===== config.mk =====
export PLATFORM = sky130hd
export DESIGN_NAME = entrada_operandos_flat
export DESIGN_NICKNAME = d
export VERILOG_FILES = /design/src/rtl/entrada_operandos_pkg.sv /design/src/rtl/entrada_operandos_if.sv /design/src/rtl/entrada_operandos_debounce_tecla.sv /design/src/rtl/entrada_operandos.sv /design/src/flat_wrapper.sv
export SDC_FILE = /design/constraint.sdc
export NUM_CORES = 1
export LEC_CHECK = 0
export ABC_AREA = 1
export CAP_MARGIN = 20
export CORE_AREA = 2 2 68 70
export CTS_CLUSTER_SIZE = 20
export DETAILED_ROUTE_END_ITERATION = 10
export DIE_AREA = 0 0 70 72
export PLACE_DENSITY = 0.78
export SETUP_SLACK_MARGIN = 0.02
export SYNTH_ARGS = -nofsm -noshare
export SYNTH_HDL_FRONTEND = slang
export SYNTH_SLANG_ARGS = --single-unit

===== constraint.sdc =====
create_clock -name clk -period 4.2 [get_ports clk]
set_input_delay 0.84 -clock clk [delete_from_list [all_inputs] [get_ports clk]]
set_output_delay 0.84 -clock clk [all_outputs]
set_load 0.05 [all_outputs]

===== src/rtl/entrada_operandos_pkg.sv =====
// Shared types and default timing for the entrada_operandos operand-entry controller.
package entrada_pkg;

  typedef enum logic [1:0] {
    LOAD_A = 2'd0,
    LOAD_B = 2'd1,
    RUN    = 2'd2,
    SHOW   = 2'd3
  } fase_t;

  localparam int DEBOUNCE_CYCLES_DEF = 500000;
  localparam int DONE_TIMEOUT_DEF    = 64;

endpackage


===== src/rtl/entrada_operandos_if.sv =====
// Operand-entry bus: switches/key/done in, operands and divider handshake out.
interface entrada_operandos_if #(parameter int WIDTH = 4);
  import entrada_pkg::*;

  logic [WIDTH-1:0] Sw;
  logic             Key;
  logic             Done;
  logic [WIDTH-1:0] A;
  logic [WIDTH-1:0] B;
  logic             Start;
  logic             Strobe;
  logic             Busy_err;
  fase_t            Fase;

  modport master (
    output Sw, Key, Done,
    input  A, B, Start, Strobe, Busy_err, Fase
  );

  modport slave (
    input  Sw, Key, Done,
    output A, B, Start, Strobe, Busy_err, Fase
  );

endinterface


===== src/rtl/entrada_operandos_debounce_tecla.sv =====
// Pushbutton conditioner: two-flop synchronizer, stability counter and a
// one-cycle press pulse on the debounced falling edge (Key is active-low).
module debounce_tecla #(
  parameter int DEBOUNCE_CYCLES = entrada_pkg::DEBOUNCE_CYCLES_DEF
) (
  input  logic clk,
  input  logic rst_n,
  input  logic Key,
  output logic press
);

  localparam int CW = (DEBOUNCE_CYCLES > 1) ? $clog2(DEBOUNCE_CYCLES) : 1;
  localparam logic [CW-1:0] LAST = CW'(DEBOUNCE_CYCLES - 1);

  logic          sync1;
  logic          sync2;
  logic          keyDeb;
  logic [CW-1:0] stableCnt;

  // Everything resets to the released level so power-up never looks like a press.
  always_ff @(posedge clk or negedge rst_n) begin
    if (!rst_n) begin
      sync1     <= 1'b1;
      sync2     <= 1'b1;
      keyDeb    <= 1'b1;
      stableCnt <= '0;
      press     <= 1'b0;
    end else begin
      sync1 <= Key;
      sync2 <= sync1;
      press <= 1'b0;
      if (sync2 == keyDeb) begin
        stableCnt <= '0;
      end else if (stableCnt == LAST) begin
        keyDeb    <= sync2;
        stableCnt <= '0;
        press     <= ~sync2;
      end else begin
        stableCnt <= stableCnt + 1'b1;
      end
    end
  end

endmodule


===== src/rtl/entrada_operandos.sv =====
// Operand entry and divider sequencing for the 4-bit divider display path.
// Optional build macro DIVZERO_CHECK_EN: a zero divisor skips the division and flags Busy_err.
module entrada_operandos
  import entrada_pkg::*;
#(
  parameter int WIDTH           = 4,
  parameter int DEBOUNCE_CYCLES = DEBOUNCE_CYCLES_DEF,
  parameter int DONE_TIMEOUT    = DONE_TIMEOUT_DEF
) (
  input logic               clk,
  input logic               rst_n,
  entrada_operandos_if.slave bus
);

  localparam int WCW = (DONE_TIMEOUT > 1) ? $clog2(DONE_TIMEOUT) : 1;
  localparam logic [WCW-1:0] WLAST = WCW'(DONE_TIMEOUT - 1);

  logic             press;
  logic             divZero;
  fase_t            fase;
  logic [WIDTH-1:0] opA;
  logic [WIDTH-1:0] opB;
  logic             startR;
  logic             strobeR;
  logic             errR;
  logic [WCW-1:0]   waitCnt;

  debounce_tecla #(
    .DEBOUNCE_CYCLES(DEBOUNCE_CYCLES)
  ) u_debounce (
    .clk  (clk),
    .rst_n(rst_n),
    .Key  (bus.Key),
    .press(press)
  );

`ifdef DIVZERO_CHECK_EN
  assign divZero = (bus.Sw == '0);
`else
  assign divZero = 1'b0;
`endif

  // startR doubles as the "first RUN cycle" marker, so a Done left high
  // from before the request cannot end the division early.
  always_ff @(posedge clk or negedge rst_n) begin
    if (!rst_n) begin
      fase    <= LOAD_A;
      opA     <= '0;
      opB     <= '0;
      startR  <= 1'b0;
      strobeR <= 1'b0;
      errR    <= 1'b0;
      waitCnt <= '0;
    end else begin
      startR <= 1'b0;
      case (fase)
        LOAD_A: begin
          if (press) begin
            opA  <= bus.Sw;
            errR <= 1'b0;
            fase <= LOAD_B;
          end
        end
        LOAD_B: begin
          if (press) begin
            opB <= bus.Sw;
            if (divZero) begin
              errR <= 1'b1;
              fase <= SHOW;
            end else begin
              startR  <= 1'b1;
              strobeR <= 1'b1;
              waitCnt <= '0;
              fase    <= RUN;
            end
          end
        end
        RUN: begin
          waitCnt <= waitCnt + 1'b1;
          if (bus.Done && !startR) begin
            strobeR <= 1'b0;
            fase    <= SHOW;
          end else if (waitCnt == WLAST) begin
            errR    <= 1'b1;
            strobeR <= 1'b0;
            fase    <= SHOW;
          end
        end
        SHOW: begin
          if (press) begin
            errR <= 1'b0;
            fase <= LOAD_A;
          end
        end
        default: fase <= LOAD_A;
      endcase
    end
  end

  assign bus.A        = opA;
  assign bus.B        = opB;
  assign bus.Start    = startR;
  assign bus.Strobe   = strobeR;
  assign bus.Busy_err = errR;
  assign bus.Fase     = fase;

endmodule


===== src/flat_wrapper.sv =====
// flat-port wrapper written by rule: the top's interface ports become plain ports
module entrada_operandos_flat import entrada_pkg::*;
#(
  parameter int WIDTH           = 4,
  parameter int DEBOUNCE_CYCLES = DEBOUNCE_CYCLES_DEF,
  parameter int DONE_TIMEOUT    = DONE_TIMEOUT_DEF
)
  (clk, rst_n, bus_Sw, bus_Key, bus_Done, bus_A, bus_B, bus_Start, bus_Strobe, bus_Busy_err, bus_Fase);
  entrada_operandos_if #(.WIDTH(WIDTH)) bus_i ();
  input logic clk;
  input logic rst_n;
  input wire logic [$bits(bus_i.Sw)-1:0] bus_Sw;
  input wire logic [$bits(bus_i.Key)-1:0] bus_Key;
  input wire logic [$bits(bus_i.Done)-1:0] bus_Done;
  output wire logic [$bits(bus_i.A)-1:0] bus_A;
  output wire logic [$bits(bus_i.B)-1:0] bus_B;
  output wire logic [$bits(bus_i.Start)-1:0] bus_Start;
  output wire logic [$bits(bus_i.Strobe)-1:0] bus_Strobe;
  output wire logic [$bits(bus_i.Busy_err)-1:0] bus_Busy_err;
  output wire logic [$bits(bus_i.Fase)-1:0] bus_Fase;
  assign bus_i.Sw = bus_Sw;
  assign bus_i.Key = bus_Key;
  assign bus_i.Done = bus_Done;
  assign bus_A = bus_i.A;
  assign bus_B = bus_i.B;
  assign bus_Start = bus_i.Start;
  assign bus_Strobe = bus_i.Strobe;
  assign bus_Busy_err = bus_i.Busy_err;
  assign bus_Fase = bus_i.Fase;
  entrada_operandos #(.WIDTH(WIDTH), .DEBOUNCE_CYCLES(DEBOUNCE_CYCLES), .DONE_TIMEOUT(DONE_TIMEOUT)) u_core (.clk(clk), .rst_n(rst_n), .bus(bus_i));
endmodule

==> reports/results.ini <==
[synthesis]
synth-adder-area-share_pct=3.86
synth_seq_cells=42
synth_top_area_share_pct=43.0
ys_async_sr_fraction_pct=100
synth_area_leaders=dfrtp_1 43%, nand2_1 12%, nor2_1 9.3%
synth_area_per_cell_um2=7.72
ys.flop_type=dfrtp_1
syn_nets=309
synth_top_family_by_area=simple AND/OR/NAND/NOR gates
synthXorXnorAreaFrac_pct=4.25
synth-edff-count=0
synth_cell_types=28
synthSimpleGateAreaFrac_pct=31.5
ys_seq_area_share_pct=46.5
synthMuxAreaShare_pct=0
synth_cells=294
yosysTopAreaCell=dfrtp_1
synth_compound_area_share_pct=5.90
synth-warning-count=0
synth_area_mm2=0.00227

[timing]
maxSlewViolCount=0
finalCritPeriodShare_pct=57.2
max_freq_mhz=416
worstMarginPinSlew_ns=1.01
setup_violations=0
rsz0062_at_grt=false
relSlewSlack_pct=32.0
finalCriticalPeriod_ns=2.40
tns_ns=0
hold_violations=0
clock_skew_ns=0.00478

[floorplan]
core_area_mm2=0.00426
start_util_pct=53.2
die-area_mm2=0.00504
die_x_um=70
fp.dieH_um=72
rows=24
num_io_pins=21

[cells_and_area]
drive_above_1_share_pct=6.96
mostFrequentLayoutCell=nand2_1
diodes=0
final-seq-area_mm2=0.00105
num-fill-cells=400
multi_input_area_mm2=0.00103
fin_nets=330
mostFrequentLayoutCells=70 x nand2_1, 56 x nor2_1, 39 x dfrtp_1
areaGrowthSynthToFinish_pct=14.5

[worst_setup_path]
critPathCaptureType=primary output
crit_chain=clkdlybuf4s50_1
cp_slowest_cell=clkdlybuf4s50_1
worstPathRequired_ns=3.36
path_delay_family=buffers and inverters
cp-start-kind=register
critPathKind=reg -> out
critPathMaxFanout=5
cpPeakStageDelay_ns=0.83
arrival_ns=1.56
critPathBufInv=1

[routing]
vias_per_cell=5.04
totalWireLength_um=4420
ant_nets=0
drc_errors=0
drt-wirelength-per-cell_um=12.0
drt_first_pass_iters=4
vias=1854
first_iter_violations=119

[clock_network]
cts_resized=0
holdBufCountCts=0
clk_latency_ns=0.29
htreeDepth=2
cts_buffer_depth=2
clock_sinks=42
cts_tree=built
postCtsSetupRepairBufs=0
clk_pin_slew_ns=0.08
numCtsBuffers=5
cts_root_buffer=clkbuf_8

[place]
dp_hpwl_um=3250
place_congestion=0.922
io_buffers=20

[global_routing]
grt.total_usage_pct=20.5
antenna_found_initial=0
grt_pass1_vias=1868
grt_pass1_wl_um=8140
grt_max_degree=43
gr-total-overflow=0

[run_status]
status=complete, no violations

[run]
drv_cap=0

[worst_hold_path]
worstHoldPathType=reg -> reg

[pwr]
total_power_mw=0.743
vdd_drop_max_mv=0.166
cellLeakagePower_nw=1.22
powerDensity_mw_per_mm2=286

Yosys cell counts, types with 2 or more instances:
cell and count:
ha_1 7, clkbuf_1 2, dfstp_2 3, buf_4 4, a21oi_1 3, xor2_1 10
nand2_2 2, nor2_1 56, o21ai_1 2, nor3_1 5, nor2_4 3, o21ai_0 14
nand3_1 17, nand4_1 7, inv_1 37, dfrtp_1 39, and3_1 2, nor2_2 2
nand2_1 70
state kept, by name (all words and copies together) (netlist names):
name                         flops
u_core.bus.Fase                  2
u_core.waitCnt                   6
u_core.bus.Busy_err              1
u_core.u_debounce.keyDeb         1
u_core.u_debounce.sync1          1
u_core.u_debounce.sync2          1
u_core.u_debounce.press          1
u_core.bus.Start                 1
u_core.u_debounce.stableCnt     19
u_core.bus.A                     4
u_core.bus.B                     4
u_core.bus.Strobe                1
report_power, final:
| part | internal (mW) | total (mW) | leakage (nW) | switching [mW] |
|---|---|---|---|---|
| combinational | 0.00824 | 0.0229 | 0.645 | 0.0147 |
| sequential | 0.408 | 0.410 | 0.527 | 0.00214 |
| clock | 0.178 | 0.310 | 0.0524 | 0.132 |
| total | 0.594 | 0.743 | 1.22 | 0.149 |
layout make-up:
class | count | area share [%]
sequential | 42 | 40.6
clock inverter | 1 | 1.16
inverter | 38 | 5.49
tap | 52 | 2.50
multi-input combinational | 208 | 39.8
clock buffer | 7 | 2.94
timing repair buffer | 20 | 7.51
metrics by stage:
step | utilization (%) | hold WS (ns) | cells | instance area [µm²] | setup WS [ns]
3_3_place_gp | 58.4 | 0.347 | 360 | 2490 | 2.16
5_1_grt | 60.9 | 0.363 | 368 | 2600 | 1.73
3_5_place_dp | 58.4 | 0.347 | 360 | 2490 | 2.11
6_report | 60.9 | 0.357 | 368 | 2600 | 1.80
2_1_floorplan | - | 0.345 | 294 | 2270 | 2.43
4_1_cts | 60.9 | 0.358 | 368 | 2600 | 1.77
metal layers:
| layer | up-vias | track usage [%] | wire, µm |
|---|---|---|---|
| met3 | 4 | 5.00 | 122 |
| met1 | 861 | 24.2 | 2010 |
| li1 | 957 | - | - |
| met4 | 0 | 7.05 | 40 |
| met2 | 32 | 36.8 | 2240 |
| met5 | - | 0 | 0 |
logic make-up (layout without fill, tap and decap cells):
| kind of cell | Yosys count | in the layout |
|---|---|---|
| AND/OR/NAND/NOR | 166 | 166 |
| buffers and inverters | 44 | 66 |
| flip-flops | 42 | 42 |
| AO/OA/AOI/OAI | 24 | 24 |
| XOR/XNOR | 11 | 11 |
| adder cells (fa/ha/maj) | 7 | 7 |
final timing paths:
kind,from,endpoint,slack [ns],cells after the start
worst min register to register,u_core.u_debounce.sync1,u_core.u_debounce.sync2,0.36,0
min in group asynchronous,rst_n,u_core.bus.A[0],0.67,1
worst max-delay path,u_core.bus.Fase[0],bus_Fase[0],1.80,1
max in group asynchronous,rst_n,u_core.u_debounce.stableCnt[13],2.97,1
worst max register to register,u_core.bus.Fase[0],u_core.waitCnt[2],2.34,6
worst min-delay path,u_core.u_debounce.sync1,u_core.u_debounce.sync2,0.36,0
(Power assumes the default switching activity.)
